==> src/rtl/addsub_seq_pkg.sv <==
// Shared types and constants for the nibble-serial add/sub controller.
// Holds slice width, FSM state enum and index-width helpers.
package addsub_seq_pkg;

  localparam int NIBBLE_W = 4;

  typedef enum logic [1:0] {
    ST_IDLE = 2'd0,
    ST_RUN  = 2'd1,
    ST_DONE = 2'd2
  } state_t;

  function automatic int clog2(input int n);
    int r;
    r = 0;
    while ((1 << r) < n) r++;
    return r;
  endfunction

  // A single-nibble build still needs a 1-bit index register.
  function automatic int idx_w(input int n);
    return (clog2(n) < 1) ? 1 : clog2(n);
  endfunction

endpackage

==> src/rtl/addsub_seq_ctrl_slice.sv <==
// Combinational 4-bit ripple-carry add/subtract slice.
// Ports: a, b, ctrl (1 = subtract), cin -> s, c (per-bit carry-out).
import addsub_seq_pkg::*;

module addsub4_slice (
  input  logic [NIBBLE_W-1:0] a,
  input  logic [NIBBLE_W-1:0] b,
  input  logic                ctrl,
  input  logic                cin,
  output logic [NIBBLE_W-1:0] s,
  output logic [NIBBLE_W-1:0] c
);

  logic [NIBBLE_W-1:0] bx;
  logic                k;

  assign bx = b ^ {NIBBLE_W{ctrl}};

  always_comb begin
    s = '0;
    c = '0;
    k = cin;
    for (int i = 0; i < NIBBLE_W; i++) begin
      s[i] = a[i] ^ bx[i] ^ k;
      c[i] = (a[i] & bx[i]) | (a[i] & k) | (bx[i] & k);
      k    = c[i];
    end
  end

endmodule

==> src/rtl/addsub_seq_ctrl.sv <==
// Wide add/sub by running one 4-bit slice over the operands LSB nibble first.
// Ports: clk, rst_n, start/op_sub/a/b in; busy, done, result, cout
// out; ovf out only when ADDSUB_SEQ_OVF_EN is defined.
import addsub_seq_pkg::*;

module addsub_seq_ctrl #(
  parameter int NIBBLES = 4
) (
  input  logic                        clk,
  input  logic                        rst_n,
  input  logic                        start,
  input  logic                        op_sub,
  input  logic [NIBBLE_W*NIBBLES-1:0] a,
  input  logic [NIBBLE_W*NIBBLES-1:0] b,
  output logic                        busy,
  output logic                        done,
  output logic [NIBBLE_W*NIBBLES-1:0] result,
  output logic                        cout
`ifdef ADDSUB_SEQ_OVF_EN
  ,
  output logic                        ovf
`endif
);

  localparam int W  = NIBBLE_W * NIBBLES;
  localparam int IW = idx_w(NIBBLES);

  state_t              st;
  logic [IW-1:0]       idx;
  logic                cy;
  logic                sub_q;
  logic [W-1:0]        a_q;
  logic [W-1:0]        b_q;
  logic [NIBBLE_W-1:0] sa;
  logic [NIBBLE_W-1:0] sb;
  logic [NIBBLE_W-1:0] s;
  logic [NIBBLE_W-1:0] c;
  logic                last;

  assign sa   = a_q[NIBBLE_W*idx +: NIBBLE_W];
  assign sb   = b_q[NIBBLE_W*idx +: NIBBLE_W];
  assign last = (idx == IW'(NIBBLES - 1));

  addsub4_slice u_slice (
    .a    (sa),
    .b    (sb),
    .ctrl (sub_q),
    .cin  (cy),
    .s    (s),
    .c    (c)
  );

  always_ff @(posedge clk or negedge rst_n) begin
    if (!rst_n) begin
      st     <= ST_IDLE;
      idx    <= '0;
      cy     <= 1'b0;
      sub_q  <= 1'b0;
      a_q    <= '0;
      b_q    <= '0;
      busy   <= 1'b0;
      done   <= 1'b0;
      result <= '0;
      cout   <= 1'b0;
`ifdef ADDSUB_SEQ_OVF_EN
      ovf    <= 1'b0;
`endif
    end else begin
      unique case (st)
        ST_IDLE: begin
          if (start) begin
            st     <= ST_RUN;
            a_q    <= a;
            b_q    <= b;
            sub_q  <= op_sub;
            idx    <= '0;
            // Subtract's +1 enters as carry-in of nibble 0.
            cy     <= op_sub;
            result <= '0;
            busy   <= 1'b1;
          end
        end
        ST_RUN: begin
          result[NIBBLE_W*idx +: NIBBLE_W] <= s;
          cy <= c[NIBBLE_W-1];
          if (last) begin
            st   <= ST_DONE;
            idx  <= '0;
            busy <= 1'b0;
            done <= 1'b1;
            cout <= c[NIBBLE_W-1];
`ifdef ADDSUB_SEQ_OVF_EN
            ovf  <= c[NIBBLE_W-1] ^ c[NIBBLE_W-2];
`endif
          end else begin
            idx <= idx + 1'b1;
          end
        end
        ST_DONE: begin
          done <= 1'b0;
          st   <= ST_IDLE;
        end
        default: begin
          st <= ST_IDLE;
        end
      endcase
    end
  end

endmodule

==> config.mk <==
export PLATFORM = sky130hd
export DESIGN_NAME = addsub_seq_ctrl
export DESIGN_NICKNAME = d
export VERILOG_FILES = /design/src/rtl/addsub_seq_pkg.sv /design/src/rtl/addsub_seq_ctrl_slice.sv /design/src/rtl/addsub_seq_ctrl.sv
export SDC_FILE = /design/constraint.sdc
export NUM_CORES = 1
export LEC_CHECK = 0
export CAP_MARGIN = 20
export CORE_ASPECT_RATIO = 1.2
export CORE_UTILIZATION = 50
export CTS_CLUSTER_DIAMETER = 200
export CTS_CLUSTER_SIZE = 14
export DETAILED_ROUTE_END_ITERATION = 12
export DONT_BUFFER_PORTS = 1
export PLACE_DENSITY = 0.75
export SYNTH_ARGS = -nofsm -noshare
export SYNTH_HDL_FRONTEND = slang
export SYNTH_SLANG_ARGS = --single-unit
==> constraint.sdc <==
create_clock -name clk -period 3.21 [get_ports clk]
set_input_delay 0.642 -clock clk [delete_from_list [all_inputs] [get_ports clk]]
set_output_delay 0.642 -clock clk [all_outputs]
set_load 0.01 [all_outputs]
==> metrics.md, run 1 <==
| Metric | Value |
|---|---|
| Critical Path RT | 3410 ps |
| Fin. max-slew vios | 0 |
| RSZ-0062 raised after global routing | no |
| Tcrit/Tclk final | 88.2% |
| Outcome | completed |
| Ys async rst share | 100% |
| Antenna Nets Post-Route | 0 |
| Initial Utilization | 52.1% |
| Die area | 5860 sq um |
| DRT Pass-1 Iters | 4 |
| Yosys Warn Count | 0 |
| Cell taking the most area after synthesis | dfrtp_1 |
| Met3 global-route usage | 6.76% |
| Final WL | 4740 um |
| P_leak | 1.37 nW |
| Sink Count | 57 |
| Gr busiest metal | met2 |
| Setup TNS | 0 ps |
| GR Util met1 | 23.7% |
| Avg Cell Area, Syn | 14.1 sq um |
| Final hold violations | 0 |
| Via count | 1502 |
| CP Capture Type | flop |
| DP HPWL | 3390 um |
| Hold WC Path Type | in -> async |
| Clock Pin Slew Worst Setup and Hold Paths | 60 ps |
| GRT Residual Overflow | 0 |
| Worst path bufs/invs | 2 |
| # setup viols final | 0 |
| Post-synth EDFFs | 0 |
| # fillers | 454 |
| # DRC | 0 |
| # diodes | 0 |
| Critical R2R Capture | result[7] |
| Delay-heaviest family, CP | adder cells |
| Antenna violations before repair | 0 |
| Largest stage delay on the critical path | 560 ps |
| Htree depth | 3 |
| Mapped Area | 2780 sq um |
| Layout cells sized above 1 | 31.6% |
| Crit-path max FO | 4 |
| Number of global-route vias before repair | 1560 |
| Final RePlAce weighted congestion | 0.812 |
| TritonCTS clock tree | yes |
| Reg2Reg Setup Slack | 380 ps |
| Die Y | 83.6 um |
| Worst vdd ir | 564 uV |
| Cell Rows | 29 |
| Reg2Reg Launch Point | idx[0] |
| R2R depth | 9 |
| Peak Freq | 353 MHz |
| FF+latch count, synth | 57 |
| Crit path DAT | 3030 ps |
| WL/cell | 17.7 um |
| Library cells used by synthesis | 35 |
| First-pass GRT wire length | 7830 um |
| # IOs | 55 |
| WS Path Type | reg -> reg |
| Placeable Area | 5330 sq um |
| Clock skew | 8.48 ps |
| Crit-path cells | mux4_2, xnor2_1, fa_1, fa_1, inv_1, fa_1, inv_1, fa_1, o22ai_1 |
| Final #Nets | 246 |
| Power Density | 1270 nW/um^2 |
| Bufs on Longest Clock Path | 2 |
| Number of max-cap violations | 0 |
| Post-layout util | 56.3% |
| Worst-Skew Late Latency | 330 ps |
| Via density | 5.60 |
| M2 GR Usage | 25.9% |
| Largest net degree at the start of global routing | 58 |
| Area delta synth->final | 8.25% |
| Top_reg_cell synth | dfrtp_1 |
| Synthesized Nets | 241 |
| Top cell by count, worst path | fa_1 |
| Minimum clock period | 2830 ps |
| Die W | 70.0 um |
| Num CTS Buffers | 9 |
| Worst slew pin tran | 769 ps |
| Post-synthesis sequential area ratio | 51.4% |
| Max transition margin | 48.8% |
| DRT iter0 DRCs | 65 |
| Crit-path slowest cell | fa_1 |
| Resize count post-CTS | 0 |
| PortBufs | 0 |
| Top cells by area, synth | dfrtp_1 51%, mux2_4 16%, mux4_2 6.5% |
| CTS Root Cell | clkbuf_8 |
| Yosys top cell area share | 51.4% |
| Aggregate global-route resource usage | 18.0% |
| Startpoint Class | flop |
| Cells after Synth | 197 |
==> flip-flops by register name (all words and copies together), names as in the netlist <==
| register | cells |
|---|---|
| done | 1 |
| sub_q | 1 |
| result | 16 |
| idx | 2 |
| st | 2 |
| cy | 1 |
| busy | 1 |
| b_q | 16 |
| a_q | 16 |
| cout | 1 |
==> stage by stage <==
step	area (sq um)	hold WS [ps]	setup slack (ps)	std cells	power, mW
after floorplan	2780	346	347	197	2.80
after global placement	2780	348	419	252	3.14
after detailed placement	2780	348	356	252	3.19
after CTS	3010	171	349	268	3.87
after global routing	3010	166	246	268	4.10
final	3010	174	378	268	3.81
==> worst max path at each step <==
stage / start / slack [ps] / depth (start not counted) / end
floorplan: idx[0] / 350 / 10 / result[11]
global placement: idx[0] / 420 / 9 / result[7]
detailed placement: idx[0] / 360 / 9 / result[7]
CTS: idx[0] / 350 / 9 / result[7]
global route: idx[0] / 250 / 9 / result[15]
finish: idx[0] / 380 / 9 / result[7]
==> cells by family (layout without fill, tap and decap cells) <==
logic type	count (synthesis)	count (layout)	synth area share [%]
DFF	57	57	51.4
buffers and inverters	36	45	6.76
adders and majority gates	8	8	4.69
AOI/OAI and AO/OA	30	30	6.62
and+or+nand+nor	21	21	5.50
xor gates and xnor gates	4	4	1.26
muxes	41	41	23.8
==> power by group <==
group	leakage, nW	internal, mW	switching (mW)	total [mW]
Clock	0.102	0.394	0.255	0.649
Combinational	0.563	0.970	0.873	1.84
Sequential	0.701	1.05	0.278	1.32
==> worst register-to-register path, cell delays in order (launching register included) <==
cell and delay (ps):
dfrtp_1 370, mux4_2 510, xnor2_1 150, fa_1 380, fa_1 370, inv_1 70, fa_1 150, inv_1 50
fa_1 560, o22ai_1 90
==> Yosys cell counts, types with 3 or more instances <==
library cell  instances
a21oi_1               7
buf_6                 4
dfrtp_1              57
fa_1                  4
ha_1                  4
inv_1                27
mux2_2                4
mux2_4               29
mux4_2                8
nand2_1               6
nor2_1                3
o21ai_0               3
o22ai_1              16
xnor2_1               3
==> what timing repair did <==
| item | in CTS | in global routing |
|---|---|---|
| setup buffers | 0 | 0 |
| hold buffers | 1 | 0 |
| hold endpoints to repair | 57 | 0 |
==> cell type report <==
| type | count | area [sq um] | share of cell area (%) |
|---|---|---|---|
| clock buffers | 12 | 155 | 5.16 |
| multi-input cells | 104 | 1160 | 38.7 |
| clock inverters | 3 | 40.0 | 1.33 |
| well taps | 62 | 77.6 | 2.58 |
| inverters | 27 | 101 | 3.37 |
| repair buffers | 3 | 42.5 | 1.42 |
| flip-flops and latches | 57 | 1430 | 47.5 |
==> per-layer routing <==
layer | vias up | share of wire (%)
li1 | 695 | -
met1 | 750 | 45
met3 | 11 | 5.6
met4 | 0 | 2.7
met2 | 46 | 47
met5 | - | 0
==> cell usage in the layout, fill, tap and decap left out, drive strengths merged, types with 2 or more instances in the layout <==
| master | instances |
|---|---|
| o21ai | 3 |
| mux2 | 33 |
| nor2 | 4 |
| fa | 4 |
| nand2b | 2 |
| a22o | 2 |
| dfrtp | 57 |
| clkbuf | 12 |
| mux4 | 8 |
| ha | 4 |
| o22ai | 16 |
| nand3b | 2 |
| inv | 27 |
| nand3 | 2 |
| nand2 | 6 |
| a21oi | 7 |
| xnor2 | 3 |
| clkinv | 2 |
| buf | 3 |
Power figures use the tool's default switching activity.
==> run 2, diff against run 1 <==
MAX_ROUTING_LAYER = met4   (was not set)
clock period = 2.9 ns   (was 3.21 ns; I/O delays follow)
==> metrics.md, run 2 (synthesis results as in run 1) <==
| Metric | Value |
|---|---|
| Outcome | completed |
| Switching Fraction | 37.9% |
| Worst path bufs/invs | 2 |
| Delay-heaviest family, CP | adder cells |
| Clk pwr share | 15.2% |
| Die W | 70.0 um |
| DP HPWL | 3370 um |
| Critical Path RT | 3110 ps |
| Aggregate global-route resource usage | 19.0% |
| # DRC | 0 |
| WHS | 104 ps |
| First-pass GRT wire length | 8020 um |
| Max transition margin | 49.4% |
| Met3 WL | 209 um |
| Num CTS Buffers | 9 |
| Peak Freq | 355 MHz |
| WS Path Type | reg -> reg |
| # IOs | 55 |
| Most common cell after layout, fill and taps aside | dfrtp_1 |
| Crit-path cells | mux4_2, xnor2_2, fa_2, fa_2, inv_2, fa_2, inv_2, fa_2, o22ai_2 |
| Worst-Skew Late Latency | 330 ps |
| WL/cell | 18.3 um |
| Via count | 1497 |
| Number of max-cap violations | 0 |
| Clock skew | 12.1 ps |
| Largest net degree at the start of global routing | 58 |
| Minimum clock period | 2820 ps |
| # setup viols final | 0 |
| Top cell by count, worst path | fa_2 |
| Crit path DAT | 3030 ps |
| Htree depth | 3 |
| CP Capture Type | flop |
| Seq pwr share | 33.8% |
| Finished Cell Area | 3010 sq um |
| GRT Residual Overflow | 0 |
| Clock Pin Slew Worst Setup and Hold Paths | 70 ps |
| Worst vdd ir | 693 uV |
| Routed met1 length | 2250 um |
| Area delta synth->final | 8.47% |
| Final RePlAce weighted congestion | 0.771 |
| PortBufs | 0 |
| Final #Nets | 246 |
| Via density | 5.57 |
| Top Layer Used | met4 |
| Hold WC Path Type | in -> async |
| Final hold violations | 0 |
| Placeable Area | 5330 sq um |
| Placed Cells | 252 |
| DR WL met2 | 2370 um |
| Sw Pwr | 1.62 mW |
| Die area | 5860 sq um |
| TritonCTS clock tree | yes |
| Antenna Nets Post-Route | 0 |
| Part of the power in combinational logic | 51.0% |
| Largest stage delay on the critical path | 570 ps |
| DRT iter0 DRCs | 112 |
| Die Y | 83.6 um |
| Internal power | 2.66 mW |
| P_leak | 1.36 nW |
| Fin cells | 269 |
| Tcrit/Tclk final | 97.2% |
| Crit-path max FO | 4 |
| Startpoint Class | flop |
| Power Density | 1420 nW/um^2 |
| Cell Rows | 29 |
| Crit-path slowest cell | fa_2 |
| Most frequent cells in the layout | 57 x dfrtp_1, 29 x mux2_4, 25 x inv_1 |
| RSZ-0062 raised after global routing | yes |
| Bufs on Longest Clock Path | 2 |
| Post-layout util | 56.5% |
| Fin. max-slew vios | 0 |
| Sink Count | 57 |
| Initial Utilization | 52.1% |
| Worst slew pin tran | 758 ps |
| Number of global-route vias before repair | 1582 |
| Placement Cell Area | 2800 sq um |
| # diodes | 0 |
| Regs by FF count | a_q: 16 flops, b_q: 16 flops, result: 16 flops |
| Final WL | 4940 um |
| DRT Pass-1 Iters | 4 |
| CTS Root Cell | clkbuf_8 |
| Antenna violations before repair | 0 |
| Layout cells sized above 1 | 35.3% |
| Power Total | 4.29 mW |
run 2: path summary, 6_finish.rpt:
check                       start         end  slack, ps  cells after the start
max in group asynchronous   rst_n     b_q[14]       2550                      1
setup / recovery           idx[0]   result[3]         80                      9
min in group clk             a[7]      a_q[7]        390                      1
hold reg to reg            b_q[2]      b_q[2]        500                      1
setup reg to reg           idx[0]   result[3]         80                      9
hold / removal              rst_n  result[10]        100                      1
run 2: final cells by class:
| cell class | instances | area [sq um] |
|---|---|---|
| flip-flops and latches | 57 | 1430 |
| inverters | 27 | 101 |
| well taps | 62 | 77.6 |
| clock inverters | 3 | 15.0 |
| multi-input cells | 104 | 1190 |
| repair buffers | 3 | 46.3 |
| clock buffers | 13 | 159 |
| fillers | 443 | 2320 |
run 2: per-layer routing:
layer / GRT usage, % / up-vias
met1: 24.5 / 756
met4: 8.36 / 0
met2: 27.7 / 43
li1: - / 690
met3: 5.92 / 8
met5: - / -
run 2: timing repair:
item,4_1_cts,5_1_grt
hold buffers,1,0
endpoints found under the setup margin,4,5
pin swaps,0,1
buffers inserted,0,1
resized for setup,1,8
endpoints found under the hold margin,57,0
run 2: per-stage QoR:
step / setup TNS (ps) / worst slack [ps]
after floorplan: 0 / 37.2
after global placement: 0 / 37.8
after detailed placement: -22.8 / -12.2
after CTS: 0 / 0.413
after global routing: -60.5 / -25.4
final: 0 / 79.9
run 2: power groups by stage:
stage / Sequential, mW / Combinational (mW) / Clock [mW]
finish: 1.45 / 2.19 / 0.651
global route: 1.49 / 2.41 / 0.705
CTS: 1.45 / 2.13 / 0.674
detailed placement: 1.46 / 2.09 / 0
global placement: 1.45 / 2.05 / 0
floorplan: 1.35 / 1.75 / 0
